<file path="src/rtl/entity_resolver_pkg.sv">
// Shared definitions for the entity resolver: collision flag positions,
// tile blockType encodings, default solidity masks, FSM states and helpers.
package entity_resolver_pkg;

    // Bit positions inside the {top, right, bottom, left} collision vector
    localparam int unsigned COL_TOP   = 3;
    localparam int unsigned COL_RIGHT = 2;
    localparam int unsigned COL_BOT   = 1;
    localparam int unsigned COL_LEFT  = 0;

    // Tile-map blockType encodings
    localparam logic [2:0] BT_EMPTY  = 3'd0;
    localparam logic [2:0] BT_SOLID  = 3'd1;
    localparam logic [2:0] BT_ONEWAY = 3'd2;

    // Default masks: type 1 is solid everywhere, type 2 only stops falling
    localparam logic [7:0] DEF_SOLID_MASK  = 8'b0000_0010;
    localparam logic [7:0] DEF_ONEWAY_MASK = 8'b0000_0100;

    typedef enum logic [2:0] {
        ST_IDLE   = 3'd0,
        ST_HPROBE = 3'd1,
        ST_HWAIT  = 3'd2,
        ST_VPROBE = 3'd3,
        ST_VWAIT  = 3'd4,
        ST_DONE   = 3'd5
    } state_e;

    // Probes needed to cover an edge of len pixels: one per tile step plus the far corner
    function automatic int unsigned num_probes(input int unsigned len, input int unsigned tile);
        return ((len - 1) + (tile - 1)) / tile + 1;
    endfunction

    // A probe blocks motion if the type is solid, or one-way while falling
    function automatic logic probe_collides(input logic [2:0] bt,
                                            input logic [7:0] solid_mask,
                                            input logic [7:0] oneway_mask,
                                            input logic       down);
        return solid_mask[bt] | (oneway_mask[bt] & down);
    endfunction

endpackage

</file>
<file path="src/rtl/entity_resolver_prober.sv">
// edge_prober: walks one hitbox edge issuing one tile-map probe per cycle and
// ORs together the collide results that come back MAP_LAT cycles later.
module edge_prober
    import entity_resolver_pkg::*;
#(
    parameter int unsigned TILE        = 32,
    parameter int unsigned MAP_LAT     = 1,
    parameter logic [7:0]  SOLID_MASK  = DEF_SOLID_MASK,
    parameter logic [7:0]  ONEWAY_MASK = DEF_ONEWAY_MASK
) (
    input  logic       clk_i,
    input  logic       rst_i,
    input  logic       launch_i,
    input  logic       vert_i,
    input  logic       down_i,
    input  logic [9:0] fixed_i,
    input  logic [9:0] first_i,
    input  logic [9:0] last_i,
    input  logic [7:0] np_i,
    input  logic [2:0] map_type_i,
    output logic [9:0] map_x_o,
    output logic [9:0] map_y_o,
    output logic       map_req_o,
    output logic       hit_o
);

    localparam logic [9:0] STEP = 10'(TILE);

    logic               req_q;
    logic [7:0]         cnt_q;
    logic [7:0]         np_q;
    logic [9:0]         var_q;
    logic [9:0]         last_q;
    logic [9:0]         fixed_q;
    logic [9:0]         map_x_q;
    logic [9:0]         map_y_q;
    logic               vert_q;
    logic               down_q;
    logic               acc_q;
    logic [MAP_LAT-1:0] vld_q;

    logic [9:0]         var_d;
    logic               tail_hit_s;

    // Next probe coordinate along the edge and the latency-aligned collide result
    always_comb begin
        if (cnt_q + 8'd1 == np_q - 8'd1) begin
            var_d = last_q;
        end else begin
            var_d = var_q + STEP;
        end
        tail_hit_s = vld_q[MAP_LAT-1] &
                     probe_collides(map_type_i, SOLID_MASK, ONEWAY_MASK, down_q);
        hit_o      = acc_q | tail_hit_s;
    end

    // Probe sequencer and collide accumulator; launch restarts both for a new phase
    always_ff @(posedge clk_i) begin
        if (rst_i) begin
            req_q   <= 1'b0;
            cnt_q   <= 8'd0;
            np_q    <= 8'd0;
            var_q   <= 10'd0;
            last_q  <= 10'd0;
            fixed_q <= 10'd0;
            map_x_q <= 10'd0;
            map_y_q <= 10'd0;
            vert_q  <= 1'b0;
            down_q  <= 1'b0;
            acc_q   <= 1'b0;
        end else if (launch_i) begin
            req_q   <= 1'b1;
            cnt_q   <= 8'd0;
            np_q    <= np_i;
            var_q   <= first_i;
            last_q  <= last_i;
            fixed_q <= fixed_i;
            vert_q  <= vert_i;
            down_q  <= down_i;
            acc_q   <= 1'b0;
            map_x_q <= vert_i ? first_i : fixed_i;
            map_y_q <= vert_i ? fixed_i : first_i;
        end else begin
            if (req_q) begin
                if (cnt_q == np_q - 8'd1) begin
                    req_q <= 1'b0;
                end else begin
                    cnt_q   <= cnt_q + 8'd1;
                    var_q   <= var_d;
                    map_x_q <= vert_q ? var_d : fixed_q;
                    map_y_q <= vert_q ? fixed_q : var_d;
                end
            end
            if (tail_hit_s) begin
                acc_q <= 1'b1;
            end
        end
    end

    // Valid pipeline that marks which map_type cycles answer one of our probes
    always_ff @(posedge clk_i) begin
        if (rst_i) begin
            vld_q <= {MAP_LAT{1'b0}};
        end else begin
            vld_q[0] <= req_q;
            for (int i = 1; i < MAP_LAT; i++) begin
                vld_q[i] <= vld_q[i-1];
            end
        end
    end

    assign map_x_o   = map_x_q;
    assign map_y_o   = map_y_q;
    assign map_req_o = req_q;

endmodule

</file>
<file path="src/rtl/entity_resolver.sv">
// entity_resolver: moves a hitbox horizontally then vertically, probing the
// tile map along each leading edge and snapping to the tile boundary on contact.
module entity_resolver
    import entity_resolver_pkg::*;
#(
    parameter int unsigned HB_W        = 32,
    parameter int unsigned HB_H        = 32,
    parameter int unsigned TILE        = 32,
    parameter int unsigned SPD_W       = 5,
    parameter int unsigned MAP_LAT     = 1,
    parameter logic [7:0]  SOLID_MASK  = DEF_SOLID_MASK,
    parameter logic [7:0]  ONEWAY_MASK = DEF_ONEWAY_MASK
) (
    input  logic             clk,
    input  logic             rst,
    input  logic             start,
    input  logic [9:0]       x_pos,
    input  logic [9:0]       y_pos,
    input  logic [SPD_W-1:0] x_spd,
    input  logic [SPD_W-1:0] y_spd,
    input  logic             x_dir,
    input  logic             y_dir,
    output logic [9:0]       map_x,
    output logic [9:0]       map_y,
    output logic             map_req,
    input  logic [2:0]       map_type,
    output logic             busy,
    output logic             done,
    output logic [3:0]       col,
    output logic [9:0]       x_next,
    output logic [9:0]       y_next
);

    localparam int unsigned NP_V   = num_probes(HB_H, TILE);
    localparam int unsigned NP_H   = num_probes(HB_W, TILE);
    localparam logic [7:0]  NPV8   = 8'(NP_V);
    localparam logic [7:0]  NPH8   = 8'(NP_H);
    localparam logic [7:0]  NPV_M1 = 8'(NP_V - 1);
    localparam logic [7:0]  NPH_M1 = 8'(NP_H - 1);
    localparam logic [7:0]  LAT_M1 = 8'(MAP_LAT - 1);
    localparam logic [9:0]  HBW    = 10'(HB_W);
    localparam logic [9:0]  HBH    = 10'(HB_H);
    localparam logic [9:0]  HBW_M1 = 10'(HB_W - 1);
    localparam logic [9:0]  HBH_M1 = 10'(HB_H - 1);
    localparam logic [9:0]  TMASK  = 10'(TILE - 1);
    localparam logic [3:0]  F_TOP  = 4'(1 << COL_TOP);
    localparam logic [3:0]  F_RGT  = 4'(1 << COL_RIGHT);
    localparam logic [3:0]  F_BOT  = 4'(1 << COL_BOT);
    localparam logic [3:0]  F_LFT  = 4'(1 << COL_LEFT);

    state_e     state_q;
    logic [7:0] cnt_q;
    logic [9:0] x_q, y_q, xs_q, ys_q, xr_q;
    logic       xd_q, yd_q;
    logic [3:0] hcol_q;
    logic       busy_q, done_q;
    logic [3:0] col_q;
    logic [9:0] x_next_q, y_next_q;

    logic [9:0] sx_s, sy_s, sxs_s, sys_s;
    logic       sxd_s, syd_s;
    logic [9:0] nx_s, ny_s, x_res_s, y_res_s, xb_s;
    logic [3:0] hcol_s, vcol_s;
    logic       go_s, h_last_s, hit_s;
    logic       launch_s, vert_s, down_s;
    logic [9:0] fixed_s, first_s, last_s;
    logic [7:0] np_s;

    // In IDLE the raw inputs drive the first phase; afterwards the latched copies do
    always_comb begin
        if (state_q == ST_IDLE) begin
            sx_s  = x_pos;
            sy_s  = y_pos;
            sxs_s = 10'(x_spd);
            sys_s = 10'(y_spd);
            sxd_s = x_dir;
            syd_s = y_dir;
        end else begin
            sx_s  = x_q;
            sy_s  = y_q;
            sxs_s = xs_q;
            sys_s = ys_q;
            sxd_s = xd_q;
            syd_s = yd_q;
        end
        nx_s = sxd_s ? (sx_s + sxs_s) : (sx_s - sxs_s);
        ny_s = syd_s ? (sy_s - sys_s) : (sy_s + sys_s);
    end

    // Snap positions back to the tile boundary when the phase reported contact
    always_comb begin
        if (hit_s) begin
            if (sxd_s) begin
                x_res_s = ((nx_s + HBW_M1) & ~TMASK) - HBW;
                hcol_s  = F_RGT;
            end else begin
                x_res_s = (nx_s | TMASK) + 10'd1;
                hcol_s  = F_LFT;
            end
            if (syd_s) begin
                y_res_s = ((ny_s - HBH_M1) | TMASK) + HBH;
                vcol_s  = F_TOP;
            end else begin
                y_res_s = (ny_s & ~TMASK) - 10'd1;
                vcol_s  = F_BOT;
            end
        end else begin
            x_res_s = nx_s;
            y_res_s = ny_s;
            hcol_s  = 4'b0000;
            vcol_s  = 4'b0000;
        end
    end

    // Prober launch: horizontal edge from IDLE, vertical edge from IDLE or end of HWAIT
    always_comb begin
        go_s     = (state_q == ST_IDLE) && start;
        h_last_s = (state_q == ST_HWAIT) && (cnt_q == LAT_M1);
        if (state_q == ST_IDLE) begin
            xb_s = x_pos;
        end else if (state_q == ST_HWAIT) begin
            xb_s = x_res_s;
        end else begin
            xb_s = xr_q;
        end
        launch_s = 1'b0;
        vert_s   = 1'b0;
        down_s   = 1'b0;
        fixed_s  = 10'd0;
        first_s  = 10'd0;
        last_s   = 10'd0;
        np_s     = 8'd0;
        if (go_s && (sxs_s != 10'd0)) begin
            launch_s = 1'b1;
            fixed_s  = sxd_s ? (nx_s + HBW_M1) : nx_s;
            first_s  = sy_s - HBH_M1;
            last_s   = sy_s;
            np_s     = NPV8;
        end else if ((go_s || h_last_s) && (sys_s != 10'd0)) begin
            launch_s = 1'b1;
            vert_s   = 1'b1;
            down_s   = ~syd_s;
            fixed_s  = syd_s ? (ny_s - HBH_M1) : ny_s;
            first_s  = xb_s;
            last_s   = xb_s + HBW_M1;
            np_s     = NPH8;
        end else begin
            launch_s = 1'b0;
        end
    end

    edge_prober #(
        .TILE        (TILE),
        .MAP_LAT     (MAP_LAT),
        .SOLID_MASK  (SOLID_MASK),
        .ONEWAY_MASK (ONEWAY_MASK)
    ) u_prober (
        .clk_i      (clk),
        .rst_i      (rst),
        .launch_i   (launch_s),
        .vert_i     (vert_s),
        .down_i     (down_s),
        .fixed_i    (fixed_s),
        .first_i    (first_s),
        .last_i     (last_s),
        .np_i       (np_s),
        .map_type_i (map_type),
        .map_x_o    (map_x),
        .map_y_o    (map_y),
        .map_req_o  (map_req),
        .hit_o      (hit_s)
    );

    // Phase sequencing FSM with registered status and result outputs
    always_ff @(posedge clk) begin
        if (rst) begin
            state_q  <= ST_IDLE;
            cnt_q    <= 8'd0;
            x_q      <= 10'd0;
            y_q      <= 10'd0;
            xs_q     <= 10'd0;
            ys_q     <= 10'd0;
            xd_q     <= 1'b0;
            yd_q     <= 1'b0;
            xr_q     <= 10'd0;
            hcol_q   <= 4'b0000;
            busy_q   <= 1'b0;
            done_q   <= 1'b0;
            col_q    <= 4'b0000;
            x_next_q <= 10'd0;
            y_next_q <= 10'd0;
        end else begin
            case (state_q)
                ST_IDLE: begin
                    done_q <= 1'b0;
                    if (start) begin
                        x_q    <= x_pos;
                        y_q    <= y_pos;
                        xs_q   <= sxs_s;
                        ys_q   <= sys_s;
                        xd_q   <= x_dir;
                        yd_q   <= y_dir;
                        xr_q   <= x_pos;
                        hcol_q <= 4'b0000;
                        cnt_q  <= 8'd0;
                        busy_q <= 1'b1;
                        if (sxs_s != 10'd0) begin
                            state_q <= ST_HPROBE;
                        end else if (sys_s != 10'd0) begin
                            state_q <= ST_VPROBE;
                        end else begin
                            state_q  <= ST_DONE;
                            done_q   <= 1'b1;
                            col_q    <= 4'b0000;
                            x_next_q <= x_pos;
                            y_next_q <= y_pos;
                        end
                    end
                end
                ST_HPROBE: begin
                    if (cnt_q == NPV_M1) begin
                        cnt_q   <= 8'd0;
                        state_q <= ST_HWAIT;
                    end else begin
                        cnt_q <= cnt_q + 8'd1;
                    end
                end
                ST_HWAIT: begin
                    if (cnt_q == LAT_M1) begin
                        cnt_q  <= 8'd0;
                        xr_q   <= x_res_s;
                        hcol_q <= hcol_s;
                        if (ys_q != 10'd0) begin
                            state_q <= ST_VPROBE;
                        end else begin
                            state_q  <= ST_DONE;
                            done_q   <= 1'b1;
                            col_q    <= hcol_s;
                            x_next_q <= x_res_s;
                            y_next_q <= y_q;
                        end
                    end else begin
                        cnt_q <= cnt_q + 8'd1;
                    end
                end
                ST_VPROBE: begin
                    if (cnt_q == NPH_M1) begin
                        cnt_q   <= 8'd0;
                        state_q <= ST_VWAIT;
                    end else begin
                        cnt_q <= cnt_q + 8'd1;
                    end
                end
                ST_VWAIT: begin
                    if (cnt_q == LAT_M1) begin
                        cnt_q    <= 8'd0;
                        state_q  <= ST_DONE;
                        done_q   <= 1'b1;
                        col_q    <= hcol_q | vcol_s;
                        x_next_q <= xr_q;
                        y_next_q <= y_res_s;
                    end else begin
                        cnt_q <= cnt_q + 8'd1;
                    end
                end
                ST_DONE: begin
                    done_q  <= 1'b0;
                    busy_q  <= 1'b0;
                    state_q <= ST_IDLE;
                end
                default: begin
                    done_q  <= 1'b0;
                    busy_q  <= 1'b0;
                    cnt_q   <= 8'd0;
                    state_q <= ST_IDLE;
                end
            endcase
        end
    end

    assign busy   = busy_q;
    assign done   = done_q;
    assign col    = col_q;
    assign x_next = x_next_q;
    assign y_next = y_next_q;

endmodule

</file>
<file path="config.mk">
export PLATFORM = sky130hd
export DESIGN_NAME = entity_resolver
export DESIGN_NICKNAME = d
export VERILOG_FILES = /design/src/rtl/entity_resolver_pkg.sv /design/src/rtl/entity_resolver_prober.sv /design/src/rtl/entity_resolver.sv
export SDC_FILE = /design/constraint.sdc
export NUM_CORES = 1
export LEC_CHECK = 0
export CORE_ASPECT_RATIO = 0.6
export CORE_MARGIN = 2
export CORE_UTILIZATION = 45
export CTS_CLUSTER_DIAMETER = 200
export DETAILED_ROUTE_END_ITERATION = 8
export GPL_TIMING_DRIVEN = 0
export REMOVE_ABC_BUFFERS = 1
export SLEW_MARGIN = 20
export SYNTH_ARGS = -nofsm -noshare
export SYNTH_HDL_FRONTEND = slang
export SYNTH_SLANG_ARGS = --single-unit
</file>
<file path="constraint.sdc">
create_clock -name clk -period 6.7 [get_ports clk]
set_input_delay 1.34 -clock clk [delete_from_list [all_inputs] [get_ports clk]]
set_output_delay 1.34 -clock clk [all_outputs]
set_load 0.02 [all_outputs]
</file>
# Yosys cells after proc, flatten, opt, wreduce, memory -nomap -nowiden
# Memories as Yosys holds them, arrays and structs flattened.
# Index checks and enable logic that the tools add are counted.
[classes]
addsub = 16
n_lt_le_gt_ge = 1
eq_ne = 17
mux = 101
bitwise_logic = 10
reduce_logical = 26
[op_table]
columns = ["cell", "n"]
rows = [
  ["$mux 10", 48],
  ["$pmux 10 s3", 2],
  ["$mux 4", 11],
  ["$pmux 8 s4", 1],
  ["$reduce_bool 10->1", 3],
  ["$mux 3", 9],
  ["$mux 8", 3],
  ["$add 10x10->10", 2],
  ["$add 10x5->10 const B", 2],
  ["$add 10x6->10 const B", 2],
  ["$pmux 10 s2", 1],
  ["$sub 10x10->10", 2],
  ["$sub 10x5->10 const B", 2],
  ["$mux 1", 19],
  ["$add 8x1->8 const B", 2],
  ["$eq 8x8->1", 2],
  ["$ne 2x2->1 const B", 8],
  ["$pmux 3 s5", 1],
  ["$pmux 4 s3", 1],
  ["$add 10x1->10 const B", 1],
  ["$reduce_and 2->1", 5],
  ["$sub 10x1->10 const B", 1],
  ["$sub 10x6->10 const B", 1],
  ["$eq 8x1->1 const B", 1],
  ["26 further kinds", 41],
]
[totals]
ff_bits = 164
mem_bits_ro = 16
output_inout_bits = 47
n_memories = 2
[mem_list]
columns = ["memory", "words", "word_bits", "rd", "rd_clocked_by_memory_dff", "write_ports", "line_no", "source"]
rows = [
  ["(name not given)", 8, 1, 1, 0, 0, "entity_resolver_pkg.sv:39", "return solid_mask[bt] | (oneway_mask[bt] & down);"],
  ["(name not given)", 8, 1, 1, 0, 0, "entity_resolver_pkg.sv:39", ""],
]

# Logic depth before layout (Yosys ltp)
[depth]
ltp_word = 14
depth_mapped = 27
ltp_nobuf = 22

# Cells and area by module
# From an unflattened synthesis, not the netlist that was laid out.
[unflattened]
hier_cells = 1464
hier_area_um2 = 11492.3
[by_module_without_submodules]
columns = ["mod", "instances", "cells_per_inst", "area_per_inst_um2", "seq_area_each_um2"]
rows = [
  ["entity_resolver", 1, 1027, 7533.5, 1821.7],
  ["edge_prober", 1, 437, 3958.8, 1421.4],
]

# Worst setup path before layout
# OpenSTA, ideal clock, no wires.
[synth_timing]
path_kind = "register to register"
startpoint = "reg state_q[1]"
endpoint = "reg u_prober.last_q[8]"
arrival_time_ns = 5.442
required_ns = 6.583
setup_slack_ns = 1.141
stages_incl_launch_ff = 28
n_path_buf = 5
period_less_slack_ns = 5.559
path_cell_list = "dfxtp_1 -> buf_6 -> nor3_4 -> buf_6 -> buf_2 -> buf_2 -> buf_1 -> nand2_1 -> nand2_1 -> nand2_1 -> xor2_1 -> fa_1 -> a21o_1 -> a211oi_2 -> o22a_1 -> nand3_2 -> nand2_1 -> xor2_1 -> ha_1 -> nand2b_1 -> a21oi_1 -> mux2_1 -> o21ai_0 -> nand3_1 -> a31oi_1 -> nand3b_1 -> xnor2_1 -> a22o_1"
[synth_via]
elab_chain_cells = 13
elab_cells_between_ends = 29
[synth_rtl]
columns = ["element", "line_no", "source"]
rows = [
  ["start: declaration", "entity_resolver.sv:51", "state_e state_q;"],
  ["start signal: assignment", "entity_resolver.sv:177", "state_q <= ST_IDLE;"],
  ["start signal: assignment", "entity_resolver.sv:208", "state_q <= ST_HPROBE;"],
  ["start signal: assignment", "entity_resolver.sv:210", "state_q <= ST_VPROBE;"],
  ["$logic_not 3->1 (*)", "entity_resolver.sv:71", "if (state_q == ST_IDLE) begin"],
  ["$mux 10 (*)", "entity_resolver.sv:71", ""],
  ["named net sxs_s[0]", "entity_resolver.sv:60", "logic [9:0] sx_s, sy_s, sxs_s, sys_s;"],
  ["$sub 10x10->10 / $add 10x10->10 (equally long branches)", "entity_resolver.sv:86", "nx_s = sxd_s ? (sx_s + sxs_s) : (sx_s - sxs_s);"],
  ["$mux 10", "entity_resolver.sv:86", ""],
  ["$add 10x5->10", "entity_resolver.sv:94", "x_res_s = ((nx_s + HBW_M1) & ~TMASK) - HBW;"],
  ["$sub 10x6->10", "entity_resolver.sv:94", ""],
  ["$mux 10", "entity_resolver.sv:93", "if (sxd_s) begin"],
  ["$mux 10", "entity_resolver.sv:92", "if (hit_s) begin"],
  ["$mux 10", "entity_resolver.sv:121", "end else if (state_q == ST_HWAIT) begin"],
  ["$mux 10", "entity_resolver.sv:119", "if (state_q == ST_IDLE) begin"],
  ["$add 10x5->10", "entity_resolver.sv:145", "last_s = xb_s + HBW_M1;"],
  ["$mux 10", "entity_resolver.sv:139", "end else if ((go_s || h_last_s) && (sys_s != 10'd0)) begin"],
  ["$mux 10", "entity_resolver.sv:133", "if (go_s && (sxs_s != 10'd0)) begin"],
  ["end signal: assignment", "entity_resolver_prober.sv:76", "last_q <= last_i;"],
  ["end: declaration", "entity_resolver_prober.sv:33", "logic [9:0] last_q;"],
]
# Mark *: on every way through the listed nets, which the timed path passes. The rest lies on a longest branch.
# A chain may end at the register's enable or synchronous reset.

# Worst setup path in the final report
[layout_timing]
startpoint = "in x_dir"
endpoint = "reg u_prober.last_q[8]"
[layout_via]
elab_chain_cells = 11
elab_cells_between_ends = 12
[layout_rtl]
columns = ["element", "line_no", "source"]
rows = [
  ["start: declaration", "entity_resolver.sv:21", "input logic x_dir,"],
  ["$mux 1 (*)", "entity_resolver.sv:71", ""],
  ["$mux 10", "entity_resolver.sv:86", ""],
  ["$add 10x5->10", "entity_resolver.sv:94", ""],
  ["$sub 10x6->10", "entity_resolver.sv:94", ""],
  ["$mux 10", "entity_resolver.sv:93", ""],
  ["$mux 10 (*)", "entity_resolver.sv:92", ""],
  ["$mux 10 (*)", "entity_resolver.sv:121", ""],
  ["$mux 10 (*)", "entity_resolver.sv:119", ""],
  ["$add 10x5->10 (*)", "entity_resolver.sv:145", ""],
  ["$mux 10 (*)", "entity_resolver.sv:139", ""],
  ["$mux 10 (*)", "entity_resolver.sv:133", ""],
]
# Every way passes the cells marked *; elsewhere a longest branch is shown, timed or not.

==> run metrics <==
Core ar.=0.0230 sq mm; Final Setup Violations=0; sequential share of the synthesized area=0.296; Area Growth Syn to Fin=16.5%; Slew headroom=0.243; R2R depth=22; clk root buf=clkbuf_16; total CTS buffers=17; largest net degree at the start of global routing=70; antenna violations before repair=0; GRT Overall Usage=0.275; crit share post-route=0.936; routability cong.=0.941; Synth top area share=0.296; # rows=43; Seq cells post-synth=155; die height=122 um; postcts setup bufs=0; CP Class=in2reg; hold path depth=2; Fmax=160 MHz; first-pass GRT wire length=52,600 um; status=complete, no violations; die area=0.0246 sq mm; crit path DAT=6600 ps; Primary FF master, synth=dfxtp_1; CTS Sinks=155; area occupied by multi-input gates=0.00691 sq mm; R2R Setup Slk=480 ps; clock latency on the worst-skew pair=440 ps; most common cell after layout, fill and taps aside=nand2_1; H-tree depth=4; final net count=1,481; ys async rst share=0; Slew @ Worst Pin=1130 ps; starting density of the core=0.456; clock transition at the registers of the reported paths=70 ps; Die W=201 um; total gr overflow=0; final-report hold violation count=0; Max Root-Sink Buffers=2; RSZ-0062 raised after global routing=no; Final Skew=8.60 ps; startpoint types=primary input; hold endpoint=hcol_q[0]; Final Max Tran Viols=0; First DRT Iteration DRCs=1,082; Yosys Warn Count=0; register area=0.00310 sq mm; fin util=0.531; I/O Buffers=84; Critical Path RT=7040 ps; TritonRoute pass-1 iters=5; min-delay src=hcol_q[0]; CTS tree=done; worst r2r dst=u_prober.last_q[8]; vias in the first global route=9,142; DRT antenna net count=0; I/O pins=85; area leader, netlist=dfxtp_1; syn avg cell area=7.59 sq um; final routed DRC violation total=0; EDFF count, synth=0; DP HPWL=24,500 um; Synth cell types=99; Post-Syn Area=0.0105 sq mm; top post-synthesis cells by area=dfxtp_1 30%, nand2_1 8.2%, nor2_1 5.7%, a21oi_1 5.1%, xnor2_1 3.9%; CP endpoint kind=flop; Routed WL per cell=19.2 um; max_cap viols=0; diodes inserted=0; Worst Path Max Fanout=14; commonest cells after routing, fill and taps aside=228 x nand2_1, 156 x nor2_1, 154 x dfxtp_1; fraction of layout cells with a size suffix above 1=0.0837; FF-to-FF Start=state_q[2]; Hold Path Class=reg2reg; Fillers=2,219; Syn Inst Count=1,380; Final min period=6270 ps; routed wire length=33,400 um; vias per inst=5.94; via count=10,311
-- state kept, by name, summed over array words and instances (netlist names), 2 cells and up --
| register | cells |
|---|---|
| u_prober.fixed_q | 10 |
| u_prober.last_q | 10 |
| u_prober.map_x_o | 10 |
| u_prober.map_y_o | 10 |
| u_prober.var_q | 10 |
| x_next | 10 |
| x_q | 10 |
| xr_q | 10 |
| xs_q | 10 |
| y_next | 10 |
| y_q | 10 |
| ys_q | 10 |
| cnt_q | 8 |
| u_prober.cnt_q | 8 |
| col | 4 |
| state_q | 3 |
| hcol_q | 2 |
-- cell usage after synthesis, types with 7 or more instances --
library cell / count
nand2_1: 230
nor2_1: 158
dfxtp_1: 155
a21oi_1: 106
clkbuf_1: 56
o21ai_0: 54
xnor2_1: 47
nand3_1: 35
xor2_1: 35
ha_1: 32
inv_1: 30
nor3_1: 30
mux2i_1: 29
a311oi_1: 28
a211oi_1: 24
a31oi_1: 24
buf_2: 21
and3_1: 20
a22oi_1: 18
o211ai_1: 18
nand4_1: 15
o21ai_1: 11
a21o_1: 10
and2_1: 10
nand2b_1: 10
or3_1: 10
o21a_1: 9
nor2b_1: 8
nor4_1: 7
o22ai_1: 7
-- cells by family (layout without fill, tap and decap cells) --
group / Yosys count / after routing / synth area share
buffers and inverters: 121 / 163 / 0.0500
and+or+nand+nor: 571 / 571 / 0.250
muxes: 38 / 38 / 0.0383
DFF: 155 / 155 / 0.296
adders and majority gates: 34 / 34 / 0.0420
AOI/OAI and AO/OA: 377 / 377 / 0.251
xor gates and xnor gates: 84 / 84 / 0.0724
-- metal layers --
layer | global-route usage | vias to the layer above | wire, um
met3 | 0.0567 | 35 | 2910
met1 | 0.428 | 4870 | 17200
met2 | 0.376 | 402 | 12900
met4 | 0.0671 | 0 | 454
met5 | 0 | - | 0
li1 | - | 5004 | -
-- area by class of cell --
class                      count  share of cell area
clock buffer                  23              0.0400
timing repair buffer          99              0.0915
multi-input combinational   1104               0.567
clock inverter                 9             0.00523
sequential                   155               0.254
inverter                      32              0.0100
tap                          315              0.0323
-- worst max-delay path: stages --
cell and delay, ps:
clkdlybuf4s50_1 530, mux2i_4 490, nand2_1 130, xor2_1 210, fa_1 510, a21o_1 220
a211oi_2 320, o22a_1 290, nand3_2 130, nand2_1 140, xor2_1 170, ha_1 280
nand2b_1 150, a21oi_1 40, mux2_1 310, o21ai_0 200, nand3_1 170, a31oi_1 470
nand3b_1 160, xnor2_1 150, a22o_1 170
-- through the flow --
stage	area [sq um]	cells	setup slack [ps]	TNS, ps	hold slack, ps
detailed placement	11600	1705	-115	-327	446
finish	12200	1737	432	0	453
global route	12200	1737	6.36	0	474
floorplan	10100	1291	206	0	425
CTS	12200	1737	304	0	454
global placement	11300	1690	-2970	-144080	440
-- worst max-delay path by stage --
stage / startpoint / cells past startpoint / slack, ps / endpoint
after detailed placement: x_dir / 21 / -120 / u_prober.last_q[8]
after global routing: state_q[2] / 22 / 6 / u_prober.last_q[9]
after CTS: x_dir / 21 / 300 / u_prober.last_q[8]
after global placement: state_q[2] / 8 / -2970 / u_prober.var_q[8]
after floorplan: state_q[2] / 21 / 210 / u_prober.last_q[7]
final: x_dir / 21 / 430 / u_prober.last_q[8]
-- what timing repair did --
action | 4_1_cts | 5_1_grt
endpoints found under the setup margin | 0 | 5
hold buffers | 0 | 0
resized for setup | 0 | 2
Power is not shown: default switching activity piles up to over one toggle a cycle in this logic, so the estimate is an artifact.
